$ cat src/rtl/vga_sync_generator_if.sv
// Signal bundle between the VGA sync generator, its pixel source and the DAC pins.
// master = generator side, slave = pixel source / pin consumer side.
interface vga_sync_generator_if #(
    parameter int unsigned COLOR_W = 4
);
    logic                   enable;
    logic [3*COLOR_W-1:0]   rgb_in;
    logic [10:0]            display_col;
    logic [9:0]             display_row;
    logic                   visible;
    logic                   line_start;
    logic                   frame_start;
    logic                   vga_hsync;
    logic                   vga_vsync;
    logic [3*COLOR_W-1:0]   vga_rgb;

    modport master (
        input  enable,
        input  rgb_in,
        output display_col,
        output display_row,
        output visible,
        output line_start,
        output frame_start,
        output vga_hsync,
        output vga_vsync,
        output vga_rgb
    );

    modport slave (
        output enable,
        output rgb_in,
        input  display_col,
        input  display_row,
        input  visible,
        input  line_start,
        input  frame_start,
        input  vga_hsync,
        input  vga_vsync,
        input  vga_rgb
    );
endinterface

$ cat src/rtl/vga_sync_generator.sv
// 800x600@72 VGA timing: H/V counters, sync/blank decode, two-stage pin pipeline.
// Define TEST_PATTERN_EN to replace rgb_in with eight vertical colour bars.
module vga_sync_generator #(
    parameter int unsigned H_VISIBLE = 800,
    parameter int unsigned H_FRONT   = 56,
    parameter int unsigned H_SYNC    = 120,
    parameter int unsigned H_BACK    = 64,
    parameter int unsigned V_VISIBLE = 600,
    parameter int unsigned V_FRONT   = 37,
    parameter int unsigned V_SYNC    = 6,
    parameter int unsigned V_BACK    = 23,
    parameter bit          SYNC_POL  = 1'b1,
    parameter int unsigned COLOR_W   = 4
) (
    input  logic                 clock,
    input  logic                 reset,
    vga_sync_generator_if.master bus
);
    localparam int unsigned H_TOTAL  = H_VISIBLE + H_FRONT + H_SYNC + H_BACK;
    localparam int unsigned V_TOTAL  = V_VISIBLE + V_FRONT + V_SYNC + V_BACK;
    localparam int unsigned HS_START = H_VISIBLE + H_FRONT;
    localparam int unsigned HS_END   = HS_START + H_SYNC;
    localparam int unsigned VS_START = V_VISIBLE + V_FRONT;
    localparam int unsigned VS_END   = VS_START + V_SYNC;
    localparam int unsigned RGB_W    = 3 * COLOR_W;

    logic [10:0]      h_q, h_d;
    logic [9:0]       v_q, v_d;
    logic             hs, vs, vis;
    logic             hs_d1, vs_d1, vis_d1;
    logic             hsync_q, vsync_q;
    logic [RGB_W-1:0] rgb_q, pixel;

    always_comb begin
        h_d = h_q;
        v_d = v_q;
        if (!bus.enable) begin
            h_d = '0;
            v_d = '0;
        end else if (h_q == 11'(H_TOTAL - 1)) begin
            h_d = '0;
            v_d = (v_q == 10'(V_TOTAL - 1)) ? '0 : v_q + 10'd1;
        end else begin
            h_d = h_q + 11'd1;
        end
    end

    always_ff @(posedge clock or posedge reset) begin
        if (reset) begin
            h_q <= '0;
            v_q <= '0;
        end else begin
            h_q <= h_d;
            v_q <= v_d;
        end
    end

    // Stage 0 decode; gated by enable so a stopped generator shows blank, inactive syncs.
    always_comb begin
        vis = bus.enable && (h_q < 11'(H_VISIBLE)) && (v_q < 10'(V_VISIBLE));
        hs  = bus.enable && (h_q >= 11'(HS_START)) && (h_q < 11'(HS_END));
        vs  = bus.enable && (v_q >= 10'(VS_START)) && (v_q < 10'(VS_END));
    end

`ifdef TEST_PATTERN_EN
    localparam int unsigned BAR_W = H_VISIBLE / 8;

    logic [10:0] col_d1;
    logic [2:0]  bar;
    logic        unused_rgb_in;

    assign unused_rgb_in = ^bus.rgb_in;

    always_ff @(posedge clock or posedge reset) begin
        if (reset) col_d1 <= '0;
        else       col_d1 <= h_q;
    end

    // Only sampled while visible, so the bar index is always 0..7.
    always_comb begin
        bar   = 3'(col_d1 / 11'(BAR_W));
        pixel = {{COLOR_W{bar[2]}}, {COLOR_W{bar[1]}}, {COLOR_W{bar[0]}}};
    end
`else
    always_comb pixel = bus.rgb_in;
`endif

    always_ff @(posedge clock or posedge reset) begin
        if (reset) begin
            hs_d1   <= 1'b0;
            vs_d1   <= 1'b0;
            vis_d1  <= 1'b0;
            hsync_q <= ~SYNC_POL;
            vsync_q <= ~SYNC_POL;
            rgb_q   <= '0;
        end else begin
            hs_d1   <= hs;
            vs_d1   <= vs;
            vis_d1  <= vis;
            hsync_q <= hs_d1 ? SYNC_POL : ~SYNC_POL;
            vsync_q <= vs_d1 ? SYNC_POL : ~SYNC_POL;
            rgb_q   <= vis_d1 ? pixel : '0;
        end
    end

    assign bus.display_col = h_q;
    assign bus.display_row = v_q;
    assign bus.visible     = vis;
    assign bus.line_start  = bus.enable && (h_q == 11'd0);
    assign bus.frame_start = bus.enable && (h_q == 11'd0) && (v_q == 10'd0);
    assign bus.vga_hsync   = hsync_q;
    assign bus.vga_vsync   = vsync_q;
    assign bus.vga_rgb     = rgb_q;
endmodule

$ cat src/flat_wrapper.sv
// flat-port wrapper written by rule: the top's interface ports become plain ports
module vga_sync_generator_flat 
#(
    parameter int unsigned H_VISIBLE = 800,
    parameter int unsigned H_FRONT   = 56,
    parameter int unsigned H_SYNC    = 120,
    parameter int unsigned H_BACK    = 64,
    parameter int unsigned V_VISIBLE = 600,
    parameter int unsigned V_FRONT   = 37,
    parameter int unsigned V_SYNC    = 6,
    parameter int unsigned V_BACK    = 23,
    parameter bit          SYNC_POL  = 1'b1,
    parameter int unsigned COLOR_W   = 4
)
  (clock, reset, bus_enable, bus_rgb_in, bus_display_col, bus_display_row, bus_visible, bus_line_start, bus_frame_start, bus_vga_hsync, bus_vga_vsync, bus_vga_rgb);
  vga_sync_generator_if #(.COLOR_W(COLOR_W)) bus_i ();
  input  logic clock;
  input  logic reset;
  input wire logic [$bits(bus_i.enable)-1:0] bus_enable;
  input wire logic [$bits(bus_i.rgb_in)-1:0] bus_rgb_in;
  output wire logic [$bits(bus_i.display_col)-1:0] bus_display_col;
  output wire logic [$bits(bus_i.display_row)-1:0] bus_display_row;
  output wire logic [$bits(bus_i.visible)-1:0] bus_visible;
  output wire logic [$bits(bus_i.line_start)-1:0] bus_line_start;
  output wire logic [$bits(bus_i.frame_start)-1:0] bus_frame_start;
  output wire logic [$bits(bus_i.vga_hsync)-1:0] bus_vga_hsync;
  output wire logic [$bits(bus_i.vga_vsync)-1:0] bus_vga_vsync;
  output wire logic [$bits(bus_i.vga_rgb)-1:0] bus_vga_rgb;
  assign bus_i.enable = bus_enable;
  assign bus_i.rgb_in = bus_rgb_in;
  assign bus_display_col = bus_i.display_col;
  assign bus_display_row = bus_i.display_row;
  assign bus_visible = bus_i.visible;
  assign bus_line_start = bus_i.line_start;
  assign bus_frame_start = bus_i.frame_start;
  assign bus_vga_hsync = bus_i.vga_hsync;
  assign bus_vga_vsync = bus_i.vga_vsync;
  assign bus_vga_rgb = bus_i.vga_rgb;
  vga_sync_generator #(.H_VISIBLE(H_VISIBLE), .H_FRONT(H_FRONT), .H_SYNC(H_SYNC), .H_BACK(H_BACK), .V_VISIBLE(V_VISIBLE), .V_FRONT(V_FRONT), .V_SYNC(V_SYNC), .V_BACK(V_BACK), .SYNC_POL(SYNC_POL), .COLOR_W(COLOR_W)) u_core (.clock(clock), .reset(reset), .bus(bus_i));
endmodule
$ cat config.mk
export PLATFORM = sky130hd
export DESIGN_NAME = vga_sync_generator_flat
export DESIGN_NICKNAME = d
export VERILOG_FILES = /design/src/rtl/vga_sync_generator_if.sv /design/src/rtl/vga_sync_generator.sv /design/src/flat_wrapper.sv
export SDC_FILE = /design/constraint.sdc
export NUM_CORES = 1
export LEC_CHECK = 0
export ABC_CLOCK_PERIOD_IN_PS = 1800
export BUFFER_PORTS_ARGS = -buffer_cell sky130_fd_sc_hd__buf_2
export CORE_MARGIN = 4
export CORE_UTILIZATION = 48
export CTS_BUF_LIST = sky130_fd_sc_hd__clkbuf_4
export DETAILED_ROUTE_END_ITERATION = 6
export PLACE_DENSITY = 0.78
export SYNTH_ARGS = -nofsm -noshare
export SYNTH_HDL_FRONTEND = slang
export SYNTH_SLANG_ARGS = --single-unit
export TNS_END_PERCENT = 30
$ cat constraint.sdc
create_clock -name clock -period 1.8 [get_ports clock]
set_clock_uncertainty 0.15 [all_clocks]
set_input_delay 0.27 -clock clock [delete_from_list [all_inputs] [get_ports clock]]
set_output_delay 0.27 -clock clock [all_outputs]
set_load 0.1 [all_outputs]
Yosys cells after proc, flatten, opt, wreduce, memory -nomap -nowiden:

Index checks and enable logic that the tools add are counted.

* flip-flop bits (word level): 38
* input bits: 15
* output and inout port bits: 38

* add/subtract/negate cells: 2
* magnitude comparators: 6
* equality and inequality tests: 3
* muxes and demuxes: 8
* reduce and logical (&&, ||, !) cells: 10

Operators by type and width (number)
* $mux W10: 3
* $lt A11 B10 Y1 const B: 2
* $mux W11: 2
* $lt A10 B10 Y1 const B: 2
* $mux W12: 1
* $add A11 B1 Y11 const B: 1
* $eq A11 B11 Y1 const B: 1
* $ge A11 B10 Y1 const B: 1
* $logic_not A11 Y1: 1
* $add A10 B1 Y10 const B: 1
* $eq A10 B10 Y1 const B: 1
* $ge A10 B10 Y1 const B: 1
* $logic_not A10 Y1: 1
* $logic_and A1 B1 Y1: 8
* $mux W1: 2
* $ne A2 B1 Y1 const B: 1

Depth between registers and ports, before layout:

Gate-level depths: netlist of the first run.

* word-level depth: 4
* depth in mapped cells: 6
* mapped depth without buffers: 6

Worst setup path after synthesis of the first run:

OpenSTA, ideal clock, no wires.

* path kind: reg2reg
* from: register u_core.v_q[4] (netlist: u_core.bus.display_row[4])
* to: register u_core.vis_d1
* setup time: 362 ps
* arrival: 3791 ps
* slack: -2503 ps
* stages on the path, launching flop included: 6
* period minus slack after synthesis: 4303 ps
* cell sequence: dfrtp_1 buf_2 nand2_1 nand2b_1 a211o_1 a211oi_1

* longest elaborated chain between the ends: 2

RTL lines
* from (decl): line vga_sync_generator.sv:28 `logic [9:0] v_q, v_d;`
* from (signal assigned): line vga_sync_generator.sv:54 `v_q <= v_d;`
* $lt A10 B10 Y1: line vga_sync_generator.sv:60 `vis = bus.enable && (h_q < 11'(H_VISIBLE)) && (v_q < 10'(V_VISIBLE));`
* $logic_and A1 B1 Y1: line vga_sync_generator.sv:60
* named net bus_visible: line flat_wrapper.sv:23 `output wire logic [$bits(bus_i.visible)-1:0] bus_visible;`
* to (signal assigned): line vga_sync_generator.sv:99 `vis_d1 <= vis;`
* to (decl): line vga_sync_generator.sv:30 `logic hs_d1, vs_d1, vis_d1;`

The timed path passes the listed nets, and every way through them passes these cells.
A chain may end at the register's enable or synchronous reset.

Worst setup path after layout of the first run:

* from: register u_core.v_q[4] (netlist: u_core.bus.display_row[4])
* to: output bus_visible

* longest elaborated chain between the ends: 2

RTL lines (line)
* $lt A10 B10 Y1: vga_sync_generator.sv:60
* $logic_and A1 B1 Y1: vga_sync_generator.sv:60
* to (decl): flat_wrapper.sv:23

No other way between the ends.

==> impl_metrics.csv, run 1 <==
group,metric,value,unit
power,power_density,721.7,nW/um^2
detailed_routing,drt_first_iter_violations,134,
cts,clk_latency,0.35,ns
floorplanning,core,3468,sq um
setup_path,required,1.38,ns
sta,slew_viol_final,0,
detailed_routing,antenna_left,0,
layout,nets,292,
sta,relSlewSlack,66.23,%
grt,grt-ovfl-total,0,
place,port_buffers,52,
power,power_leakage,0.001296,uW
sta,rsz0062_at_grt,"yes",
detailed_routing,via_per_inst,5.217,
yosys,yosys.area.top_type,"dfrtp_1",
setup_path,critPathKind,"reg -> out",
layout,layout-drive-gt1-share,48.90,%
grt,antenna_found_initial,0,
sta,hold_viol_final,0,
yosys,synth_top_area_share,52.96,%
cts,cts_tree,"yes",
cts,cts_sinks,38,
yosys,netlist_area,1795,sq um
cts,clockRootBuffer,"clkbuf_4",
sta,setup_viol,11,
power,peakVddDrop,0.3623,mV
run,drv_cap,0,
sta,worstMarginPinSlew,0.5100,ns
yosys,async_reset_ff_share,100.0,%
cts,cts_made_buffers,5,
detailed_routing,routed_wl,4775,um
sta,post-route-min-period,2.198,ns
detailed_routing,drc,0,
yosys,synth.area.top_cells,"dfrtp_1 53%, and2_1 4.9%, ha_1 4.2%, xnor2_1 3.4%, nor2_1 3.1%",
yosys,synth_most_common_cell,"dfrtp_1",
sta,finalWorstSetupSlack,-0.3982,ns
yosys,synthFlopType,"dfrtp_1",
floorplanning,die-area,4783,sq um
setup_path,worst-path-max-fanout,2,
yosys,synth.cells.most_frequent,"38 x dfrtp_1, 15 x nor2_1, 14 x and2_1",
yosys,synth_cells,172,
sta,post-route-period-util,122.1,%
grt,grt_usage,20.72,%
layout,syn2layout_area_growth,54.29,%
place,hpwl,3167,um
yosys,synth-edff-count,0,
floorplanning,ios,53,
layout,n_antenna_cell,0,
grt,grt_pass1_wl,8059,um
floorplanning,die_w,69.16,um
yosys,ys_seq_elements,38,
detailed_routing,vias,1659,
setup_path,worstPathArrival,1.78,ns
cts,clk_pin_slew,0.12,ns
yosys,ys_types,36,
hold_path,hold_class,"in -> reg",
layout,fill_cells,215,
place,placed_cells,294,
sta,fin_setup_tns,-1.677,ns
yosys,yosysWarnings,0,
grt,grt_pass1_vias,1676,
yosys,seq_area_frac_synth,52.96,%
yosys,synth.avg_cell_area,10.44,sq um
run_status,outcome,"complete, but fails checks",
yosys,syn_nets,193,
sta,fmax,454.9,MHz
floorplanning,initial_utilization,51.77,%
cts,cts_buffer_depth,2,
setup_path,cp-end-kind,"primary output",
place,gp_congestion,0.8854,
detailed_routing,dr.pass1.iters,4,
cts,cts_max_level,2,
grt,grt_max_degree,39,
detailed_routing,wl_per_cell,15.02,um
place,pre_cts_slack,-0.1172,ns
setup_path,startpoint_type,"flop",
run_status,violations,"setup timing",
floorplanning,rows,21,
floorplanning,die_y,69.16,um
layout,fin_cells,318,
-- report_power, final --
part	switching [uW]	internal, uW
Sequential	14.5	876
Clock	299	434
Combinational	263	113
Total	576	1420
-- final cells by class --
cell class	instances	area, sq um	share of cell area, %
flip-flops and latches	38	1002	36.18
multi-input cells	120	863.3	31.17
repair buffers	96	703.2	25.38
clock inverters	3	68.82	2.484
well taps	46	57.56	2.078
clock buffers	5	37.54	1.355
inverters	10	37.54	1.355
-- per-stage QoR --
stage	hold slack, ns	util (%)	total power [uW]	instance area, sq um
3_3_place_gp	0.1856	70.78	1253	2455
5_1_grt	0.08486	79.87	2071	2770
4_1_cts	0.004854	78.03	2000	2706
3_5_place_dp	0.1863	70.78	1257	2455
2_1_floorplan	0.1812	-	1153	1901
6_report	0.09744	79.87	1999	2770
-- worst paths after layout --
kind | slack, ns | start | cells past startpoint | endpoint
max in group asynchronous | 0.72 | reset | 4 | u_core.bus.display_col[10]$_DFF_PP0_
max | -0.40 | u_core.bus.display_row[4]$_DFFE_PP0P_ | 5 | bus_visible
min reg2reg | 0.22 | u_core.vs_d1$_DFF_PP0_ | 0 | u_core.bus.vga_vsync$_DFF_PP0_
min in group asynchronous | 0.41 | reset | 4 | u_core.hs_d1$_DFF_PP0_
max reg2reg | -0.17 | u_core.bus.display_col[5]$_DFF_PP0_ | 5 | u_core.bus.display_row[5]$_DFFE_PP0P_
min | 0.1 | bus_enable | 2 | u_core.vs_d1$_DFF_PP0_
-- layout by cell type (no fill, tap or decap), types with 3 or more instances in the layout --
cell type / synthesis / layout
buf_2: 3 / 43
buf_4: 0 / 29
dfrtp_1: 38 / 17
nor2_1: 15 / 14
and2_1: 14 / 14
dlygate4sd3_1: 0 / 13
dfrtp_2: 0 / 11
inv_1: 10 / 10
clkbuf_4: 0 / 10
dfrtp_4: 0 / 10
nand2_1: 10 / 9
nand3_1: 9 / 8
a21oi_1: 8 / 7
xnor2_1: 7 / 7
o21ai_0: 6 / 6
ha_1: 6 / 5
nor3_1: 5 / 4
nand4_1: 4 / 4
buf_12: 0 / 4
o31ai_1: 3 / 3
or3_1: 3 / 3
-- flip-flops by register name (all words and copies together), names as in the netlist --
| register | cells |
|---|---|
| u_core.hs_d1 | 1 |
| u_core.bus.display_col | 11 |
| u_core.bus.vga_rgb | 12 |
| u_core.bus.vga_vsync | 1 |
| u_core.bus.display_row | 10 |
| u_core.bus.vga_hsync | 1 |
| u_core.vis_d1 | 1 |
| u_core.vs_d1 | 1 |
-- cell families (layout without fill, tap and decap cells) --
group / count (synthesis) / after routing / share of synthesized area [%]
AOI/OAI and AO/OA: 25 / 25 / 9.547
and+or+nand+nor: 80 / 80 / 25.78
buffers and inverters: 14 / 114 / 3.136
adders and majority gates: 6 / 6 / 4.181
xor gates and xnor gates: 9 / 9 / 4.390
DFF: 38 / 38 / 52.96
-- worst max-delay path, stage by stage, from the launching register on --
cell	delay, ns
dfrtp_4	0.50
nand2_2	0.07
nand2b_1	0.06
a211o_1	0.29
a211oi_4	0.29
buf_12	0.21
-- routing by layer --
layer | part of all wire (%) | vias up | track usage [%]
met4 | 1.7 | 0 | 6.074
met5 | 0 | - | 0
met2 | 53 | 63 | 35.81
met1 | 39 | 795 | 25.23
met3 | 6.4 | 8 | 5.523
li1 | - | 793 | -
-- timing repair --
action,in CTS,in global routing
buffers inserted,1,2
setup endpoints to repair,11,26
resized for setup,4,13
hold buffers,12,1
pin swaps,4,6
cloned,0,0
hold endpoints to repair,49,1
No activity file was read; power rests on OpenSTA's default activity.
==> run 2: changes to the inputs <==
Settings changed: BUFFER_PORTS_ARGS -buffer_cell sky130_fd_sc_hd__buf_2 to not set, CORE_UTILIZATION 48 to 45, DONT_BUFFER_PORTS set to 1, PLACE_DENSITY 0.78 to not set.
==> run 2 against run 1 <==
  * The run still ends with setup timing left
  * Sequential power barely moved
  * First-iteration DRC count grew 43%
  * Fmax increased by 1.4%
  * Count of clock-buffer cells in the layout did not move
  * Flip-flop and latch count unchanged
  * Clock power is 17% lower
  * Non-clock buffer count shrank 20
  * Setup slack improved by 0.029 ns
  * Core utilization decreased by 7.2 points
  * Global-route usage fell by 1.4 points
  * Critical path type unchanged
  * Critical endpoint is now bus_frame_start
  * Largest cell class unchanged
==> impl_metrics.csv, run 2 (synthesis gave the netlist of run 1 again) <==
group,metric,value,unit
setup_path,critPathKind,"reg -> out",
floorplanning,initial_utilization,47.61,%
place,hpwl,3280,um
detailed_routing,vias,1614,
detailed_routing,drc,0,
power,finalPower,1864,uW
setup_path,slowest_delay,0.51,ns
sta,setup_viol,11,
sta,holdWs,0.02483,ns
setup_path,worstReg2RegStart,"u_core.bus.display_col[7]$_DFF_PP0_",
setup_path,cp-end-kind,"primary output",
sta,post-route-min-period,2.169,ns
sta,post-route-period-util,120.5,%
layout,nets,272,
run_status,outcome,"complete, but fails checks",
place,placed_area,2360,sq um
floorplanning,rows,22,
setup_path,startpoint_type,"flop",
place,port_buffers,0,
floorplanning,ios,53,
detailed_routing,routed_wl,5021,um
sta,hold_viol_final,0,
setup_path,worst-path-max-fanout,3,
grt,grt-ovfl-total,0,
setup_path,worstPathArrival,1.75,ns
detailed_routing,dr.pass1.iters,4,
cts,cts_buffer_depth,2,
cts,clk_pin_slew,0.13,ns
sta,fin_setup_tns,-1.669,ns
grt,grt_usage,19.33,%
setup_path,rrSetupSlack,-0.15,ns
setup_path,required,1.38,ns
cts,clk_latency,0.36,ns
place,placed_cells,270,
layout,final_common_cell,"buf_4",
detailed_routing,antenna_left,0,
setup_path,cp_cell_sequence,"nor3_4, and4_4, and3b_4, buf_12",
sta,relSlewSlack,67.46,%
sta,worstMarginPinSlew,0.4882,ns
floorplanning,core,3771,sq um
grt,grt_max_degree,39,
cts,cts_tree,"yes",
setup_path,critPathTopFamily,"simple AND/OR/NAND/NOR gates",
layout,syn2layout_area_growth,52.61,%
hold_path,min_from,"bus_enable",
layout,final_cell_mix,"53 x buf_4, 17 x dfrtp_1, 15 x nor2_1, 14 x dlygate4sd3_1, 13 x and2_1",
layout,design_area,2740,sq um
sta,finalWorstSetupSlack,-0.3687,ns
run_status,violations,"setup timing",
setup_path,r2r_cells,6,
power,power_leakage,0.001227,uW
detailed_routing,wl_per_cell,16.74,um
cts,cts_max_level,2,
hold_path,hold_path_depth,2,
run,drv_cap,0,
power,peakVddDrop,0.4700,mV
layout,largest_reg_flops,12,
sta,rsz0062_at_grt,"yes",
hold_path,hold_end,"u_core.bus.display_col[5]$_DFF_PP0_",
cts,cts_sinks,38,
cts,clockRootBuffer,"clkbuf_4",
layout,n_antenna_cell,0,
cts,cts_made_buffers,5,
layout,fill_cells,266,
layout,fin_cells,300,
grt,grt_pass1_wl,7714,um
detailed_routing,via_per_inst,5.380,
place,gp_congestion,0.8763,
layout,layout-drive-gt1-share,45.24,%
setup_path,critPathBufInv,1,
grt,grt_pass1_vias,1510,
detailed_routing,drt_first_iter_violations,192,
power,power_density,680.3,nW/um^2
setup_path,reg2reg_to,"u_core.bus.display_row[9]$_DFFE_PP0P_",
grt,antenna_found_initial,0,
setup_path,slowest_stage,"dfrtp_4",
floorplanning,die-area,5064,sq um
floorplanning,die_y,71.17,um
floorplanning,die_w,71.17,um
hold_path,hold_class,"in -> reg",
sta,slew_viol_final,0,
sta,fmax,461.1,MHz
run 2: cell types whose count changed in the layout (fill, tap and decap cells not counted), sizes merged:
cell and change:
dlygate4sd3 +1, clkinvlp +2, clkinv -1, bufinv -1, clkbuf -5, buf -16
run 2: area by class of cell:
type / count / area (sq um) / share of cell area [%]
multi-input combinational: 120 / 888.4 / 32.42
timing repair buffer: 76 / 669.4 / 24.43
inverter: 10 / 37.54 / 1.370
clock buffer: 5 / 37.54 / 1.370
sequential: 38 / 1002 / 36.58
clock inverter: 3 / 45.04 / 1.644
tap: 48 / 60.06 / 2.192
run 2: timing repair:
action	in CTS	in global routing
hold buffers	14	0
buffers inserted	4	5
hold endpoints to repair	53	0
pin swaps	4	5
resized for setup	5	18
cloned	0	0
endpoints found under the setup margin	7	22
run 2: metal layers:
metal | vias up | part of all wire, % | global-route usage, %
li1 | 752 | - | -
met1 | 787 | 40 | 25.34
met2 | 71 | 51 | 31.43
met3 | 4 | 7.5 | 5.540
met4 | 0 | 0.92 | 5.010
met5 | - | 0 | 0
run 2: worst max path at each step:
stage | start | end | slack, ns | depth (start not counted)
after floorplan | u_core.bus.display_row[4]$_DFFE_PP0P_ | bus_visible | -0.72 | 5
after global placement | u_core.bus.display_col[7]$_DFF_PP0_ | u_core.bus.display_row[5]$_DFFE_PP0P_ | -0.02 | 4
after detailed placement | u_core.bus.display_row[1]$_DFFE_PP0P_ | bus_frame_start | -0.13 | 5
after CTS | u_core.bus.display_col[8]$_DFF_PP0_ | bus_frame_start | -0.37 | 4
after global routing | u_core.bus.display_col[8]$_DFF_PP0_ | bus_frame_start | -0.42 | 4
final | u_core.bus.display_col[7]$_DFF_PP0_ | bus_frame_start | -0.37 | 4
run 2: report_power, final:
part | total, uW | internal [uW] | switching, uW
logic | 368 | 109 | 259
clock network | 605 | 291 | 314
registers | 891 | 876 | 15.0
run 2: metrics by stage:
stage | worst slack, ns | utilization [%]
floorplan | -0.7169 | -
global placement | -0.02486 | 62.57
detailed placement | -0.1251 | 62.57
CTS | -0.3695 | 69.81
global route | -0.4233 | 72.66
finish | -0.3687 | 72.66
run 2: worst register-to-register path: stages (launching register included):
cell	delay, ns
dfrtp_4	0.51
nor3_4	0.24
buf_6	0.14
a31oi_4	0.14
buf_4	0.18
o31a_1	0.28
o21ba_2	0.20
